`src/rtl/cam_frame_capture.sv`:
```
// cam_frame_capture: oversamples the camera bus on i_Clk, crops and decimates a luma window,
// and writes one WIDTH x HEIGHT grayscale frame into the frame RAM write port.
// Optional build macro: CAM_TEST_PATTERN_EN replaces the camera byte with {out_row[3:0], out_col[3:0]}.
module cam_frame_capture #(
  parameter int unsigned WIDTH     = 96,
  parameter int unsigned HEIGHT    = 96,
  parameter int unsigned COL_START = 224,
  parameter int unsigned ROW_START = 144,
  parameter int unsigned DECIM     = 2,
  parameter int unsigned Y_PHASE   = 0
) (
  input  logic        i_Clk,
  input  logic        i_Rst_n,
  input  logic        i_PLK,
  input  logic        i_VS,
  input  logic        i_HS,
  input  logic [7:0]  i_D,
  input  logic        i_Start,
  output logic        o_Wr_En,
  output logic [14:0] o_Wr_Addr,
  output logic [7:0]  o_Wr_Data,
  output logic        o_Busy,
  output logic        o_Frame_Done,
  output logic        o_Frame_Err
);

  localparam int unsigned AW      = 15;
  localparam int unsigned CW      = 10;
  localparam int unsigned RW      = 10;
  localparam int unsigned DW      = 2;
  localparam int unsigned TOTAL   = WIDTH * HEIGHT;
  localparam int unsigned COL_END = COL_START + WIDTH * DECIM;
  localparam int unsigned ROW_END = ROW_START + HEIGHT * DECIM;

  typedef enum logic [1:0] {
    S_IDLE    = 2'd0,
    S_ARM     = 2'd1,
    S_CAPTURE = 2'd2
  } state_e;

  state_e state_q, state_d;

  // Synchronizer chains: bit0 = first flop, bit1 = synced level, bit2 = previous synced level.
  logic [2:0]    plk_s_q, vs_s_q, hs_s_q;
  logic [7:0]    d_s1_q, d_s2_q;

  logic [RW-1:0] row_q, row_d;
  logic [CW-1:0] col_q, col_d;
  logic          phase_q, phase_d;
  logic [DW-1:0] rdec_q, rdec_d, cdec_q, cdec_d;
  logic [AW-1:0] addr_q, addr_d;

  logic          wr_en_q, wr_en_d;
  logic [AW-1:0] wr_addr_q, wr_addr_d;
  logic [7:0]    wr_data_q, wr_data_d;
  logic          busy_q, busy_d;
  logic          done_q, done_d;
  logic          err_q, err_d;

`ifdef CAM_TEST_PATTERN_EN
  logic [AW-1:0] ocol_q, ocol_d, orow_q, orow_d;
`endif

  logic plk_rise_c, vs_rise_c, vs_fall_c, hs_rise_c, hs_fall_c, hs_lvl_c;
  logic row_in_c, col_in_c, keep_c;

  assign plk_rise_c = plk_s_q[1] & ~plk_s_q[2];
  assign vs_rise_c  = vs_s_q[1]  & ~vs_s_q[2];
  assign vs_fall_c  = ~vs_s_q[1] &  vs_s_q[2];
  assign hs_rise_c  = hs_s_q[1]  & ~hs_s_q[2];
  assign hs_fall_c  = ~hs_s_q[1] &  hs_s_q[2];
  assign hs_lvl_c   = hs_s_q[1];

  assign row_in_c = (row_q >= RW'(ROW_START)) && (row_q < RW'(ROW_END));
  assign col_in_c = (col_q >= CW'(COL_START)) && (col_q < CW'(COL_END));

  // Input synchronizers; data shares the PLK depth so it is stable when the rise is seen.
  always_ff @(posedge i_Clk or negedge i_Rst_n) begin
    if (!i_Rst_n) begin
      plk_s_q <= '0;
      vs_s_q  <= '0;
      hs_s_q  <= '0;
      d_s1_q  <= '0;
      d_s2_q  <= '0;
    end else begin
      plk_s_q <= {plk_s_q[1:0], i_PLK};
      vs_s_q  <= {vs_s_q[1:0], i_VS};
      hs_s_q  <= {hs_s_q[1:0], i_HS};
      d_s1_q  <= i_D;
      d_s2_q  <= d_s1_q;
    end
  end

  // FSM state register.
  always_ff @(posedge i_Clk or negedge i_Rst_n) begin
    if (!i_Rst_n) state_q <= S_IDLE;
    else          state_q <= state_d;
  end

  // FSM next state: arm on start, capture from VS fall, finish on VS rise.
  always_comb begin
    state_d = state_q;
    case (state_q)
      S_IDLE:    if (i_Start)   state_d = S_ARM;
      S_ARM:     if (vs_fall_c) state_d = S_CAPTURE;
      S_CAPTURE: if (vs_rise_c) state_d = S_IDLE;
      default:                  state_d = S_IDLE;
    endcase
  end

  // Datapath and output next values: pixel counting, window/decimation filter, RAM write, status.
  always_comb begin
    row_d     = row_q;
    col_d     = col_q;
    phase_d   = phase_q;
    rdec_d    = rdec_q;
    cdec_d    = cdec_q;
    addr_d    = addr_q;
    wr_en_d   = 1'b0;
    wr_addr_d = wr_addr_q;
    wr_data_d = wr_data_q;
    done_d    = 1'b0;
    err_d     = 1'b0;
    busy_d    = (state_d != S_IDLE);
    keep_c    = 1'b0;
`ifdef CAM_TEST_PATTERN_EN
    ocol_d    = ocol_q;
    orow_d    = orow_q;
`endif
    case (state_q)
      S_ARM: begin
        if (vs_fall_c) begin
          row_d   = '0;
          col_d   = '0;
          phase_d = 1'b0;
          rdec_d  = '0;
          cdec_d  = '0;
          addr_d  = '0;
`ifdef CAM_TEST_PATTERN_EN
          ocol_d  = '0;
          orow_d  = '0;
`endif
        end
      end
      S_CAPTURE: begin
        if (hs_rise_c) begin
          phase_d = 1'b0;
          col_d   = '0;
          cdec_d  = '0;
        end else if (plk_rise_c && hs_lvl_c) begin
          if (phase_q == 1'(Y_PHASE)) begin
            keep_c = row_in_c && col_in_c && (rdec_q == '0) && (cdec_q == '0) &&
                     (addr_q < AW'(TOTAL));
          end
          if (keep_c) begin
            wr_en_d   = 1'b1;
            wr_addr_d = addr_q;
            addr_d    = addr_q + AW'(1);
`ifdef CAM_TEST_PATTERN_EN
            wr_data_d = {orow_q[3:0], ocol_q[3:0]};
            if (ocol_q == AW'(WIDTH - 1)) begin
              ocol_d = '0;
              orow_d = orow_q + AW'(1);
            end else begin
              ocol_d = ocol_q + AW'(1);
            end
`else
            wr_data_d = d_s2_q;
`endif
          end
          phase_d = ~phase_q;
          if (phase_q) begin
            if (col_q != '1) col_d = col_q + CW'(1);
            if (col_q >= CW'(COL_START))
              cdec_d = (cdec_q == DW'(DECIM - 1)) ? '0 : cdec_q + DW'(1);
          end
        end
        if (hs_fall_c) begin
          if (row_q != '1) row_d = row_q + RW'(1);
          if (row_q >= RW'(ROW_START))
            rdec_d = (rdec_q == DW'(DECIM - 1)) ? '0 : rdec_q + DW'(1);
        end
        // A write landing in the same cycle as VS rise is counted toward completion.
        if (vs_rise_c) begin
          if (addr_d == AW'(TOTAL)) done_d = 1'b1;
          else                      err_d  = 1'b1;
        end
      end
      default: ;
    endcase
  end

  // Datapath and output registers.
  always_ff @(posedge i_Clk or negedge i_Rst_n) begin
    if (!i_Rst_n) begin
      row_q     <= '0;
      col_q     <= '0;
      phase_q   <= 1'b0;
      rdec_q    <= '0;
      cdec_q    <= '0;
      addr_q    <= '0;
      wr_en_q   <= 1'b0;
      wr_addr_q <= '0;
      wr_data_q <= '0;
      busy_q    <= 1'b0;
      done_q    <= 1'b0;
      err_q     <= 1'b0;
`ifdef CAM_TEST_PATTERN_EN
      ocol_q    <= '0;
      orow_q    <= '0;
`endif
    end else begin
      row_q     <= row_d;
      col_q     <= col_d;
      phase_q   <= phase_d;
      rdec_q    <= rdec_d;
      cdec_q    <= cdec_d;
      addr_q    <= addr_d;
      wr_en_q   <= wr_en_d;
      wr_addr_q <= wr_addr_d;
      wr_data_q <= wr_data_d;
      busy_q    <= busy_d;
      done_q    <= done_d;
      err_q     <= err_d;
`ifdef CAM_TEST_PATTERN_EN
      ocol_q    <= ocol_d;
      orow_q    <= orow_d;
`endif
    end
  end

  assign o_Wr_En      = wr_en_q;
  assign o_Wr_Addr    = wr_addr_q;
  assign o_Wr_Data    = wr_data_q;
  assign o_Busy       = busy_q;
  assign o_Frame_Done = done_q;
  assign o_Frame_Err  = err_q;

endmodule

```
`config.mk`:
```
export PLATFORM = sky130hd
export DESIGN_NAME = cam_frame_capture
export DESIGN_NICKNAME = d
export VERILOG_FILES = /design/src/rtl/cam_frame_capture.sv
export SDC_FILE = /design/constraint.sdc
export NUM_CORES = 1
export LEC_CHECK = 0
export ABC_CLOCK_PERIOD_IN_PS = 6100
export BUFFER_PORTS_ARGS = -buffer_cell sky130_fd_sc_hd__buf_2
export CAP_MARGIN = 20
export CORE_ASPECT_RATIO = 1.5
export CORE_MARGIN = 2
export CORE_UTILIZATION = 30
export DETAILED_ROUTE_END_ITERATION = 8
export GPL_TIMING_DRIVEN = 1
export PLACE_DENSITY = 0.44
export SLEW_MARGIN = 20
export SYNTH_ARGS = -nofsm -noshare
export SYNTH_HDL_FRONTEND = slang
export SYNTH_SLANG_ARGS = --single-unit
export TNS_END_PERCENT = 20
```
`constraint.sdc`:
```
create_clock -name i_Clk -period 6.1 [get_ports i_Clk]
set_clock_uncertainty 0.05 [all_clocks]
set_input_delay 0.61 -clock i_Clk [delete_from_list [all_inputs] [get_ports i_Clk]]
set_output_delay 0.61 -clock i_Clk [all_outputs]
set_load 0.01 [all_outputs]
```
==> results of run 1 <==
==> report_power, final <==
part	switching (mW)	internal [mW]	total [mW]
logic	0.0634	0.0275	0.0908
registers	0.0113	0.640	0.652
clock network	0.239	0.274	0.513
total	0.314	0.942	1.26
==> flip-flops by register name, indices dropped and copies added (netlist names), 3 cells and up <==
register	cells
o_Wr_Addr	15
hs_s_q	3
o_Wr_Data	8
row_q	10
col_q	10
vs_s_q	3
addr_q	15
d_s2_q	8
d_s1_q	8
plk_s_q	3
==> final timing paths <==
path	startpoint	end	cells after the start	slack [ps]
worst max-delay path	col_q[5]	addr_q[12]	5	3200
worst min-delay path	i_Rst_n	o_Wr_Addr[9]	1	80
worst max register to register	col_q[5]	addr_q[12]	5	3200
worst min register to register	plk_s_q[0]	plk_s_q[1]	0	300
max in group asynchronous	i_Rst_n	cdec_q[1]	2	4670
min in group i_Clk	plk_s_q[0]	plk_s_q[1]	0	300
==> cells in the mapped netlist (3+ instances only) <==
cell type                  number  area (µm²)
sky130_fd_sc_hd__o31ai_1        8        60.1
sky130_fd_sc_hd__xor2_1         6        52.6
sky130_fd_sc_hd__nand4_1        6        37.5
sky130_fd_sc_hd__nor4_1         6        37.5
sky130_fd_sc_hd__and2_1         5        31.3
sky130_fd_sc_hd__o21ai_0       33         165
sky130_fd_sc_hd__dfrtp_1       94        2350
sky130_fd_sc_hd__or2_2          3        18.8
sky130_fd_sc_hd__nor2b_1        3        18.8
sky130_fd_sc_hd__nor3b_1        3        22.5
sky130_fd_sc_hd__nand3_1       13        65.1
sky130_fd_sc_hd__buf_2          6        30.0
sky130_fd_sc_hd__inv_1         11        41.3
sky130_fd_sc_hd__nand2_1       97         364
sky130_fd_sc_hd__ha_1           4        50.1
sky130_fd_sc_hd__and3_1         6        37.5
sky130_fd_sc_hd__a21oi_1       10        50.1
sky130_fd_sc_hd__or3_1          8        50.1
sky130_fd_sc_hd__a31oi_1        5        31.3
sky130_fd_sc_hd__o21ai_1        3        15.0
sky130_fd_sc_hd__xnor2_1        5        43.8
sky130_fd_sc_hd__a211oi_1       3        22.5
sky130_fd_sc_hd__o21bai_1       3        22.5
sky130_fd_sc_hd__nor2_1        26        97.6
sky130_fd_sc_hd__clkbuf_1       9        33.8
sky130_fd_sc_hd__nor3_1         7        35.0
==> cells by family after synthesis <==
logic type                 Yosys count
and+or+nand+nor                    203
buffers and inverters               30
xor gates and xnor gates            11
AOI/OAI and AO/OA                   87
DFF                                 94
adders and majority gates            4
muxes                                2
==> cells in the final DEF, fill, tap and decap left out, types with 6 or more instances in the layout <==
cell type | synthesis | final
sky130_fd_sc_hd__nand2_1 | 97 | 97
sky130_fd_sc_hd__a21oi_1 | 10 | 10
sky130_fd_sc_hd__clkbuf_16 | 0 | 9
sky130_fd_sc_hd__dfrtp_1 | 94 | 94
sky130_fd_sc_hd__buf_4 | 1 | 6
sky130_fd_sc_hd__o21ai_0 | 33 | 33
sky130_fd_sc_hd__or3_1 | 8 | 8
sky130_fd_sc_hd__inv_1 | 11 | 11
sky130_fd_sc_hd__xor2_1 | 6 | 6
sky130_fd_sc_hd__nor3_1 | 7 | 7
sky130_fd_sc_hd__nand3_1 | 13 | 13
sky130_fd_sc_hd__buf_2 | 6 | 39
sky130_fd_sc_hd__nor2_1 | 26 | 26
sky130_fd_sc_hd__nand4_1 | 6 | 6
sky130_fd_sc_hd__nor4_1 | 6 | 6
sky130_fd_sc_hd__and3_1 | 6 | 6
sky130_fd_sc_hd__o31ai_1 | 8 | 8
==> worst max-delay path, stage by stage (launching register included) <==
cell and delay (ps):
sky130_fd_sc_hd__dfrtp_1 440, sky130_fd_sc_hd__o211ai_1 290, sky130_fd_sc_hd__o2111ai_4 220, sky130_fd_sc_hd__nor3_2 580
sky130_fd_sc_hd__nand2_1 750, sky130_fd_sc_hd__o31ai_1 450
==> layout make-up <==
type	count	share of cell area, %
Multi-Input combinational cell	307	35.8
Clock buffer	10	4.73
Clock inverter	5	0.750
Inverter	11	0.853
Sequential cell	94	48.6
Timing Repair Buffer	45	4.96
Tap cell	165	4.26
==> per-layer routing <==
layer / vias up / share of wire [%]
met3: 20 / 4.1
met4: 0 / 2.5
met2: 90 / 52
met5: - / 0
met1: 1610 / 41
li1: 1582 / -
==> through the flow <==
| stage | instance area (µm²) | utilization [%] | setup slack (ps) | total power, mW |
|---|---|---|---|---|
| after floorplan | 4220 | - | 3890 | 0.712 |
| after CTS | 4840 | 34.9 | 3150 | 1.28 |
| final | 4840 | 34.9 | 3200 | 1.26 |
| after global routing | 4840 | 34.9 | 2800 | 1.32 |
| after detailed placement | 4580 | 33.0 | 3170 | 0.757 |
| after global placement | 4580 | 33.0 | 3330 | 0.755 |
==> impl_table.tex, run 1 <==
\begin{tabular}{lr}
\hline
Metric & Value \\
\hline
\multicolumn{2}{l}{\textbf{CTS}} \\
\quad Maximum number of buffers from clock root to sink & 2 \\
\quad CTS H-Tree Depth & 3 \\
\quad Post-CTS Setup Repair Bufs & 0 \\
\quad Count of clock tree sinks & 94 \\
\quad Clock transition time at the flip-flop clock pins of the worst setup and hold paths & 60 ps \\
\quad Latest clock arrival within the worst-skew pair & 350 ps \\
\quad TritonCTS clock tree & yes \\
\quad CTS root buffer & sky130\_fd\_sc\_hd\_\_clkbuf\_16 \\
\quad Hold buffer count at cts & 0 \\
\quad TritonCTS buffer count & 9 \\
\quad Number of gates given a new drive strength after cts & 0 \\
\multicolumn{2}{l}{\textbf{Global routing}} \\
\quad Met3 GRT Util & 4.08\% \\
\quad Busiest grt layer & met2 \\
\quad Pin count of the biggest net entering global routing & 77 \\
\quad Initial antenna violation count & 0 \\
\quad Total congestion overflow after global routing & 0 \\
\quad Global-route wire length before repair & 16.9 mm \\
\quad Vias in the first global route & 3253 \\
\quad Met2 layer usage reported by global route & 24.7\% \\
\quad Tot GR Track Use & 14.8\% \\
\quad Routing usage on met1 & 17.2\% \\
\multicolumn{2}{l}{\textbf{STA}} \\
\quad Final-report max-slew violation count & 0 \\
\quad Achievable clock frequency & 345 MHz \\
\quad Setup TNS & 0 ps \\
\quad Worst hold margin & 78.4 ps \\
\quad Unrepaired setup endpoints after global routing & false \\
\quad Final Hold Vio Count & 0 \\
\quad Final count of negative-setup-slack endpoints & 0 \\
\quad Least-Margin Pin Slew & 993 ps \\
\quad Worst slew slack as a fraction of its limit & 33.6\% \\
\quad Portion of the clock cycle consumed by the worst path in the final layout & 47.6\% \\
\quad Final min period & 2900 ps \\
\multicolumn{2}{l}{\textbf{Power}} \\
\quad Power per Cell Area & 259 nW/µm² \\
\quad Total leakage power & 2.22 nW \\
\quad Maximum resistive drop on vdd & 0.0000984 V \\
\multicolumn{2}{l}{\textbf{Worst setup path}} \\
\quad Type of element capturing the critical path & register \\
\quad Worst EP required & 6290 ps \\
\quad Worst Setup Path Type & reg2reg \\
\quad Peak fanout along the critical path & 29 \\
\quad CP Launch Type & register \\
\quad Data arrival at the endpoint of the critical path & 3090 ps \\
\multicolumn{2}{l}{\textbf{Logic synthesis}} \\
\quad Synthesized flop and latch total & 94 \\
\quad Gate count after technology mapping & 431 \\
\quad Synth Warn \# & 0 \\
\quad Number of flops mapped to enable cells by yosys & 0 \\
\quad Mean instance size in the synthesized netlist & 9.79 µm² \\
\quad Main combinational cell family by area after synthesis & simple AND/OR/NAND/NOR gates \\
\quad Area share of fa/ha/maj cells after synthesis & 1.19\% \\
\quad Synth cell types & 64 \\
\quad Seq/Total Area, Yosys & 55.8\% \\
\quad Post-synthesis async set-or-reset flop share & 100\% \\
\quad Xor-xnor portion of the synthesized cell area & 2.28\% \\
\quad Most frequently used flop master after synthesis & sky130\_fd\_sc\_hd\_\_dfrtp\_1 \\
\quad Post-synthesis compound-gate area fraction & 13.6\% \\
\quad Mapped Area & 4220 µm² \\
\quad Simple-gate area share of the yosys netlist & 23.5\% \\
\quad Share of cell area taken by muxes after synthesis & 0.474\% \\
\quad Syn nets & 449 \\
\multicolumn{2}{l}{\textbf{Final layout}} \\
\quad Number of cells in the finished layout apart from fillers & 637 \\
\quad Number of nets in the layout & 486 \\
\quad Layout area overhead & 14.7\% \\
\quad Area occupied by multi-input gates & 1740 µm² \\
\quad Number of antenna cells inserted & 0 \\
\quad Sequential cell area & 2350 µm² \\
\quad Filler cell count & 1445 \\
\quad Layout cell share with drive strength beyond 1 & 15.7\% \\
\multicolumn{2}{l}{\textbf{Die}} \\
\quad Row count & 53 \\
\quad Die area & 15000 µm² \\
\quad Initial cell density of the core & 30.4\% \\
\quad Core outline area & 13900 µm² \\
\quad Die X-Extent & 101 µm \\
\quad Io pins & 41 \\
\quad Vert. Die Dim & 149 µm \\
\multicolumn{2}{l}{\textbf{Route}} \\
\quad Post-detailed-route DRC marker count & 0 \\
\quad Per-cell routed wire length & 16.2 µm \\
\quad Avg Vias per Cell & 5.18 \\
\quad First drt pass iteration count & 5 \\
\quad Final wirelength & 10.3 mm \\
\quad Number of antenna-violating nets in the routed design & 0 \\
\quad Drt first-iter violations & 176 \\
\quad Number of vias in the routed layout & 3302 \\
\multicolumn{2}{l}{\textbf{Placed design}} \\
\quad Placed Cells & 622 \\
\quad HPWL Detailed & 7.04 mm \\
\quad Final Wtd Congestion & 0.862 \\
\quad \# port buffers & 40 \\
\multicolumn{2}{l}{\textbf{Run}} \\
\quad Max-cap violations & 0 \\
\multicolumn{2}{l}{\textbf{Hold path}} \\
\quad Tightest Hold Check Type & in2async \\
\multicolumn{2}{l}{\textbf{Outcome}} \\
\quad Outcome & complete, no violations \\
\hline
\end{tabular}
Power figures use the tool's default switching activity.
==> inputs of run 2 (changes only) <==
ABC_CLOCK_PERIOD_IN_PS = 2500   (was 6100)
PLACE_DENSITY = 0.46   (was 0.44)
clock period = 2.5 ns   (was 6.1 ns; I/O delays follow)
==> run 2 against run 1 <==
  * Sequential power grew 140%
  * Core utilization up 2.8 points
  * Design area grew 8.0%
  * Worst setup slack got worse by 3100 ps
  * Fmax is 21% higher
  * Combinational power increased to 2.8 times the previous value
  * Flip-flop and latch count is the same
  * Critical path depth rose by 2
  * First-iteration DRC count is 31% lower
  * Final cell count grew 5.8%
  * Sequential share of layout area fell by 3.6 points
  * Global-route usage grew 0.48 points
  * Critical endpoint is now o_Frame_Err
  * Largest cell class unchanged
  * Highest routed layer unchanged
==> impl_table.tex, run 2 (same netlist as run 1, synthesis figures left out) <==
\begin{tabular}{lr}
\hline
Metric & Value \\
\hline
\multicolumn{2}{l}{\textbf{STA}} \\
\quad Final count of negative-setup-slack endpoints & 0 \\
\quad Portion of the clock cycle consumed by the worst path in the final layout & 96.1\% \\
\quad Worst slew slack as a fraction of its limit & 51.8\% \\
\quad Achievable clock frequency & 416 MHz \\
\quad Setup TNS & 0 ps \\
\quad Least-Margin Pin Slew & 723 ps \\
\quad Final min period & 2400 ps \\
\quad Final Hold Vio Count & 0 \\
\quad Final-report max-slew violation count & 0 \\
\multicolumn{2}{l}{\textbf{Route}} \\
\quad First drt pass iteration count & 4 \\
\quad Number of antenna-violating nets in the routed design & 0 \\
\quad Avg Vias per Cell & 5.09 \\
\quad Post-detailed-route DRC marker count & 0 \\
\quad Number of vias in the routed layout & 3428 \\
\quad Final wirelength & 10.7 mm \\
\quad Drt first-iter violations & 121 \\
\quad Per-cell routed wire length & 15.8 µm \\
\multicolumn{2}{l}{\textbf{Run}} \\
\quad Max-cap violations & 0 \\
\multicolumn{2}{l}{\textbf{Final layout}} \\
\quad Leading cell type in the layout, fill and taps excluded & sky130\_fd\_sc\_hd\_\_nand2\_1 \\
\quad Filler cell count & 1408 \\
\quad Area occupied by multi-input gates & 1770 µm² \\
\quad Most used cells in the layout excluding fill and tap cells & sky130\_fd\_sc\_hd\_\_nand2\_1, sky130\_fd\_sc\_hd\_\_dfrtp\_1, sky130\_fd\_sc\_hd\_\_buf\_2 \\
\quad Layout cell share with drive strength beyond 1 & 21.2\% \\
\quad Number of nets in the layout & 522 \\
\quad Layout area overhead & 23.9\% \\
\quad Number of antenna cells inserted & 0 \\
\quad Sequential cell area & 2350 µm² \\
\multicolumn{2}{l}{\textbf{Die}} \\
\quad Vert. Die Dim & 149 µm \\
\quad Row count & 53 \\
\quad Die X-Extent & 101 µm \\
\quad Die area & 15000 µm² \\
\quad Core outline area & 13900 µm² \\
\quad Initial cell density of the core & 30.4\% \\
\quad Io pins & 41 \\
\multicolumn{2}{l}{\textbf{Power}} \\
\quad Total leakage power & 2.43 nW \\
\quad Maximum resistive drop on vdd & 0.000260 V \\
\quad Overall power after layout & 3.20 mW \\
\quad Power per Cell Area & 612 nW/µm² \\
\multicolumn{2}{l}{\textbf{CTS}} \\
\quad CTS H-Tree Depth & 3 \\
\quad Clock transition time at the flip-flop clock pins of the worst setup and hold paths & 80 ps \\
\quad Latest clock arrival within the worst-skew pair & 340 ps \\
\quad TritonCTS buffer count & 9 \\
\quad CTS root buffer & sky130\_fd\_sc\_hd\_\_clkbuf\_16 \\
\quad Maximum number of buffers from clock root to sink & 2 \\
\quad TritonCTS clock tree & yes \\
\quad Count of clock tree sinks & 94 \\
\multicolumn{2}{l}{\textbf{Worst setup path}} \\
\quad CP Launch Type & register \\
\quad Type of element capturing the critical path & register \\
\quad Data arrival at the endpoint of the critical path & 2590 ps \\
\quad Worst Setup Path Type & reg2reg \\
\quad Worst EP required & 2690 ps \\
\quad Peak fanout along the critical path & 7 \\
\multicolumn{2}{l}{\textbf{Placed design}} \\
\quad \# port buffers & 40 \\
\quad HPWL Detailed & 7.70 mm \\
\quad Final Wtd Congestion & 0.897 \\
\multicolumn{2}{l}{\textbf{Global routing}} \\
\quad Initial antenna violation count & 0 \\
\quad Pin count of the biggest net entering global routing & 53 \\
\quad Tot GR Track Use & 15.2\% \\
\quad Total congestion overflow after global routing & 0 \\
\quad Global-route wire length before repair & 17.8 mm \\
\quad Vias in the first global route & 3521 \\
\multicolumn{2}{l}{\textbf{Hold path}} \\
\quad Tightest Hold Check Type & in2reg \\
\multicolumn{2}{l}{\textbf{Outcome}} \\
\quad Outcome & complete, no violations \\
\hline
\end{tabular}
run 2: critical path: stages, from the launching register on:
cell and delay (ps):
sky130_fd_sc_hd__dfrtp_2 450, sky130_fd_sc_hd__or2_2 340, sky130_fd_sc_hd__o2111ai_4 320, sky130_fd_sc_hd__nor3_4 90
sky130_fd_sc_hd__or4_1 440, sky130_fd_sc_hd__a211oi_2 280, sky130_fd_sc_hd__nand3_2 120, sky130_fd_sc_hd__and3_1 190
run 2: what timing repair did:
action                                  CTS  global route
buffers inserted                          0             2
endpoints found under the setup margin    0            16
hold endpoints to repair                 62             0
resized for setup                         0             9
hold buffers                             12             0
run 2: final timing paths:
path                             from            to  slack (ps)  cells after the start
min reg2reg                plk_s_q[0]    plk_s_q[1]         300                      0
max                          row_q[8]   o_Frame_Err         100                      7
max in group asynchronous     i_Rst_n  o_Frame_Done        1290                      3
min in group asynchronous     i_Rst_n     d_s1_q[7]         440                      2
min                           i_Start    state_q[0]         150                      3
max reg2reg                  row_q[8]   o_Frame_Err         100                      7
run 2: cell type report:
| class | count | area share (%) |
|---|---|---|
| Clock inverter | 7 | 1.39 |
| Sequential cell | 94 | 45.0 |
| Tap cell | 165 | 3.95 |
| Multi-Input combinational cell | 307 | 33.9 |
| Inverter | 11 | 0.790 |
| Timing Repair Buffer | 81 | 10.6 |
| Clock buffer | 9 | 4.31 |
run 2: through the flow:
stage                     util (%)  cell area [µm²]  setup slack, ps  hold WS (ps)  instances
after global placement        34.3             4750             80.9           282        644
after floorplan                  -             4220              294         -95.6        431
final                         37.7             5230             97.5           146        674
after detailed placement      34.3             4750              100           285        644
after global routing          37.7             5230            -2.16           139        674
after CTS                     37.3             5170             44.7           137        672
run 2: power by group:
part	total [mW]	switching, mW	internal, mW
clock	1.36	0.650	0.706
combinational	0.256	0.164	0.0917
sequential	1.59	0.0277	1.56
run 2: layer usage:
layer | track usage (%) | vias up | wire length (µm)
li1 | - | 1652 | -
met1 | 17.0 | 1706 | 4280
met2 | 27.4 | 50 | 5860
met3 | 2.95 | 20 | 216
met4 | 7.12 | 0 | 305
met5 | 0 | - | 0
==> inputs of run 3 (changes only) <==
MAX_ROUTING_LAYER = met4   (was default)
==> run 3 against run 2 <==
  * Critical path type unchanged
  * Count of clock-buffer cells in the layout unchanged
  * Worst setup slack worse by 18 ps
  * Total power about the same
  * Sequential share of layout area unchanged
  * Wire length shrank 0.36%
  * Fmax fell by 0.75%
  * Hold slack worse by 1.6 ps
  * Final cell count unchanged
  * Largest cell class unchanged
  * Combinational power barely moved
  * First-iteration DRC count up 17%
  * Highest routed layer unchanged
  * Non-clock buffer count did not move
  * Design area did not move
==> impl_table.tex, run 3 (same netlist as run 1, synthesis figures left out) <==
\begin{tabular}{lr}
\hline
Metric & Value \\
\hline
\multicolumn{2}{l}{\textbf{Outcome}} \\
\quad Outcome & complete, no violations \\
\multicolumn{2}{l}{\textbf{Power}} \\
\quad Maximum resistive drop on vdd & 0.000260 V \\
\quad Power per Cell Area & 612 nW/µm² \\
\quad Total leakage power & 2.43 nW \\
\multicolumn{2}{l}{\textbf{STA}} \\
\quad Final Hold Vio Count & 0 \\
\quad Achievable clock frequency & 413 MHz \\
\quad Portion of the clock cycle consumed by the worst path in the final layout & 96.8\% \\
\quad Worst hold margin & 145 ps \\
\quad Final count of negative-setup-slack endpoints & 0 \\
\quad Least-Margin Pin Slew & 708 ps \\
\quad Final-report max-slew violation count & 0 \\
\quad Final min period & 2420 ps \\
\quad Worst slew slack as a fraction of its limit & 52.8\% \\
\multicolumn{2}{l}{\textbf{Worst setup path}} \\
\quad Worst Setup Path Type & reg2reg \\
\quad Slowest-stage cell, CP & sky130\_fd\_sc\_hd\_\_dfrtp\_2 \\
\quad Type of element capturing the critical path & register \\
\quad Peak fanout along the critical path & 7 \\
\quad Data arrival at the endpoint of the critical path & 2610 ps \\
\quad Crit-path max cell delay & 450 ps \\
\quad CP Launch Type & register \\
\quad Cell class contributing the biggest share of worst-path delay & simple AND/OR/NAND/NOR gates \\
\quad Worst EP required & 2690 ps \\
\quad Sequence of cells on the critical path & or2\_2 -> o2111ai\_4 -> nor3\_4 -> or4\_1 -> a211oi\_2 -> nand3\_2 -> and3\_1 \\
\quad Number of buffer and inverter stages on the critical path & 0 \\
\multicolumn{2}{l}{\textbf{Route}} \\
\quad Number of vias in the routed layout & 3435 \\
\quad Drt first-iter violations & 141 \\
\quad Avg Vias per Cell & 5.10 \\
\quad Number of antenna-violating nets in the routed design & 0 \\
\quad Post-detailed-route DRC marker count & 0 \\
\quad Final wirelength & 10.6 mm \\
\quad Per-cell routed wire length & 15.8 µm \\
\quad First drt pass iteration count & 4 \\
\multicolumn{2}{l}{\textbf{Final layout}} \\
\quad Most used cells in the layout excluding fill and tap cells & sky130\_fd\_sc\_hd\_\_nand2\_1, sky130\_fd\_sc\_hd\_\_dfrtp\_1, sky130\_fd\_sc\_hd\_\_buf\_2 \\
\quad Number of antenna cells inserted & 0 \\
\quad Filler cell count & 1408 \\
\quad Leading cell type in the layout, fill and taps excluded & sky130\_fd\_sc\_hd\_\_nand2\_1 \\
\quad Sequential cell area & 2350 µm² \\
\quad Number of cells in the finished layout apart from fillers & 674 \\
\quad Area occupied by multi-input gates & 1770 µm² \\
\quad Layout area overhead & 23.9\% \\
\quad Number of nets in the layout & 522 \\
\quad Layout cell share with drive strength beyond 1 & 21.2\% \\
\multicolumn{2}{l}{\textbf{CTS}} \\
\quad Clock transition time at the flip-flop clock pins of the worst setup and hold paths & 80 ps \\
\quad Count of clock tree sinks & 94 \\
\quad TritonCTS buffer count & 9 \\
\quad TritonCTS clock tree & yes \\
\quad Latest clock arrival within the worst-skew pair & 350 ps \\
\quad Maximum number of buffers from clock root to sink & 2 \\
\quad CTS root buffer & sky130\_fd\_sc\_hd\_\_clkbuf\_16 \\
\quad CTS H-Tree Depth & 3 \\
\multicolumn{2}{l}{\textbf{Global routing}} \\
\quad Total congestion overflow after global routing & 0 \\
\quad Vias in the first global route & 3521 \\
\quad Tot GR Track Use & 15.7\% \\
\quad Pin count of the biggest net entering global routing & 53 \\
\quad Initial antenna violation count & 0 \\
\quad Global-route wire length before repair & 17.8 mm \\
\multicolumn{2}{l}{\textbf{Die}} \\
\quad Vert. Die Dim & 149 µm \\
\quad Die area & 15000 µm² \\
\quad Io pins & 41 \\
\quad Die X-Extent & 101 µm \\
\quad Initial cell density of the core & 30.4\% \\
\quad Core outline area & 13900 µm² \\
\quad Row count & 53 \\
\multicolumn{2}{l}{\textbf{Placed design}} \\
\quad HPWL Detailed & 7.70 mm \\
\quad Placed Cells & 644 \\
\quad \# port buffers & 40 \\
\quad Final Wtd Congestion & 0.912 \\
\multicolumn{2}{l}{\textbf{Hold path}} \\
\quad Tightest Hold Check Type & in2reg \\
\multicolumn{2}{l}{\textbf{Run}} \\
\quad Max-cap violations & 0 \\
\hline
\end{tabular}
-- run 3: cell counts in the layout (fill, tap and decap cells not counted) --
Identical to the previous run, type by type.
-- run 3: routing by layer --
| metal | GRT usage, % | vias to the layer above | wire, µm |
|---|---|---|---|
| met5 | - | - | 0 |
| met4 | 7.12 | 0 | 301 |
| li1 | - | 1652 | - |
| met2 | 27.4 | 62 | 5810 |
| met1 | 17.1 | 1699 | 4170 |
| met3 | 2.95 | 22 | 334 |
-- run 3: worst paths after layout --
kind / start / endpoint / slack [ps] / cells past startpoint
worst min-delay path: i_Start / state_q[0] / 140 / 3
min in group asynchronous: i_Rst_n / d_s1_q[7] / 430 / 2
worst min register to register: plk_s_q[0] / plk_s_q[1] / 300 / 0
worst max register to register: row_q[8] / o_Frame_Err / 80 / 7
max in group asynchronous: i_Rst_n / o_Frame_Done / 1300 / 3
worst max-delay path: row_q[8] / o_Frame_Err / 80 / 7
-- run 3: what timing repair did --
item / in CTS / in global routing
setup buffers: 0 / 2
endpoints found under the setup margin: 0 / 16
resized for setup: 0 / 9
hold buffers: 12 / 0
hold endpoints to repair: 62 / 0
-- run 3: power by group --
part	leakage, nW	total (mW)	switching (mW)	internal (mW)
sequential	1.25	1.59	0.0275	1.56
clock	0.143	1.36	0.650	0.706
combinational	1.04	0.254	0.162	0.0917
-- run 3: layout make-up --
class                      count  share of cell area [%]
sequential                    94                    45.0
multi-input combinational    307                    33.9
timing repair buffer          81                    10.6
clock buffer                   9                    4.31
tap                          165                    3.95
clock inverter                 7                    1.39
inverter                      11                   0.790
-- run 3: worst register-to-register path, cell delays in order (launching register included) --
cell	delay [ps]
sky130_fd_sc_hd__dfrtp_2	450
sky130_fd_sc_hd__or2_2	350
sky130_fd_sc_hd__o2111ai_4	330
sky130_fd_sc_hd__nor3_4	90
sky130_fd_sc_hd__or4_1	440
sky130_fd_sc_hd__a211oi_2	290
sky130_fd_sc_hd__nand3_2	130
sky130_fd_sc_hd__and3_1	200
-- run 3: through the flow --
stage                     instance area (µm²)  utilization (%)  total power, mW  setup slack (ps)  TNS [ps]
after floorplan                          4220                -             1.74               294         0
after global placement                   4750             34.3             1.86              80.9         0
after detailed placement                 4750             34.3             1.86               100         0
after CTS                                5170             37.3             3.24              44.7         0
after global routing                     5230             37.7             3.34             -2.17     -2.17
final                                    5230             37.7             3.20              79.4         0
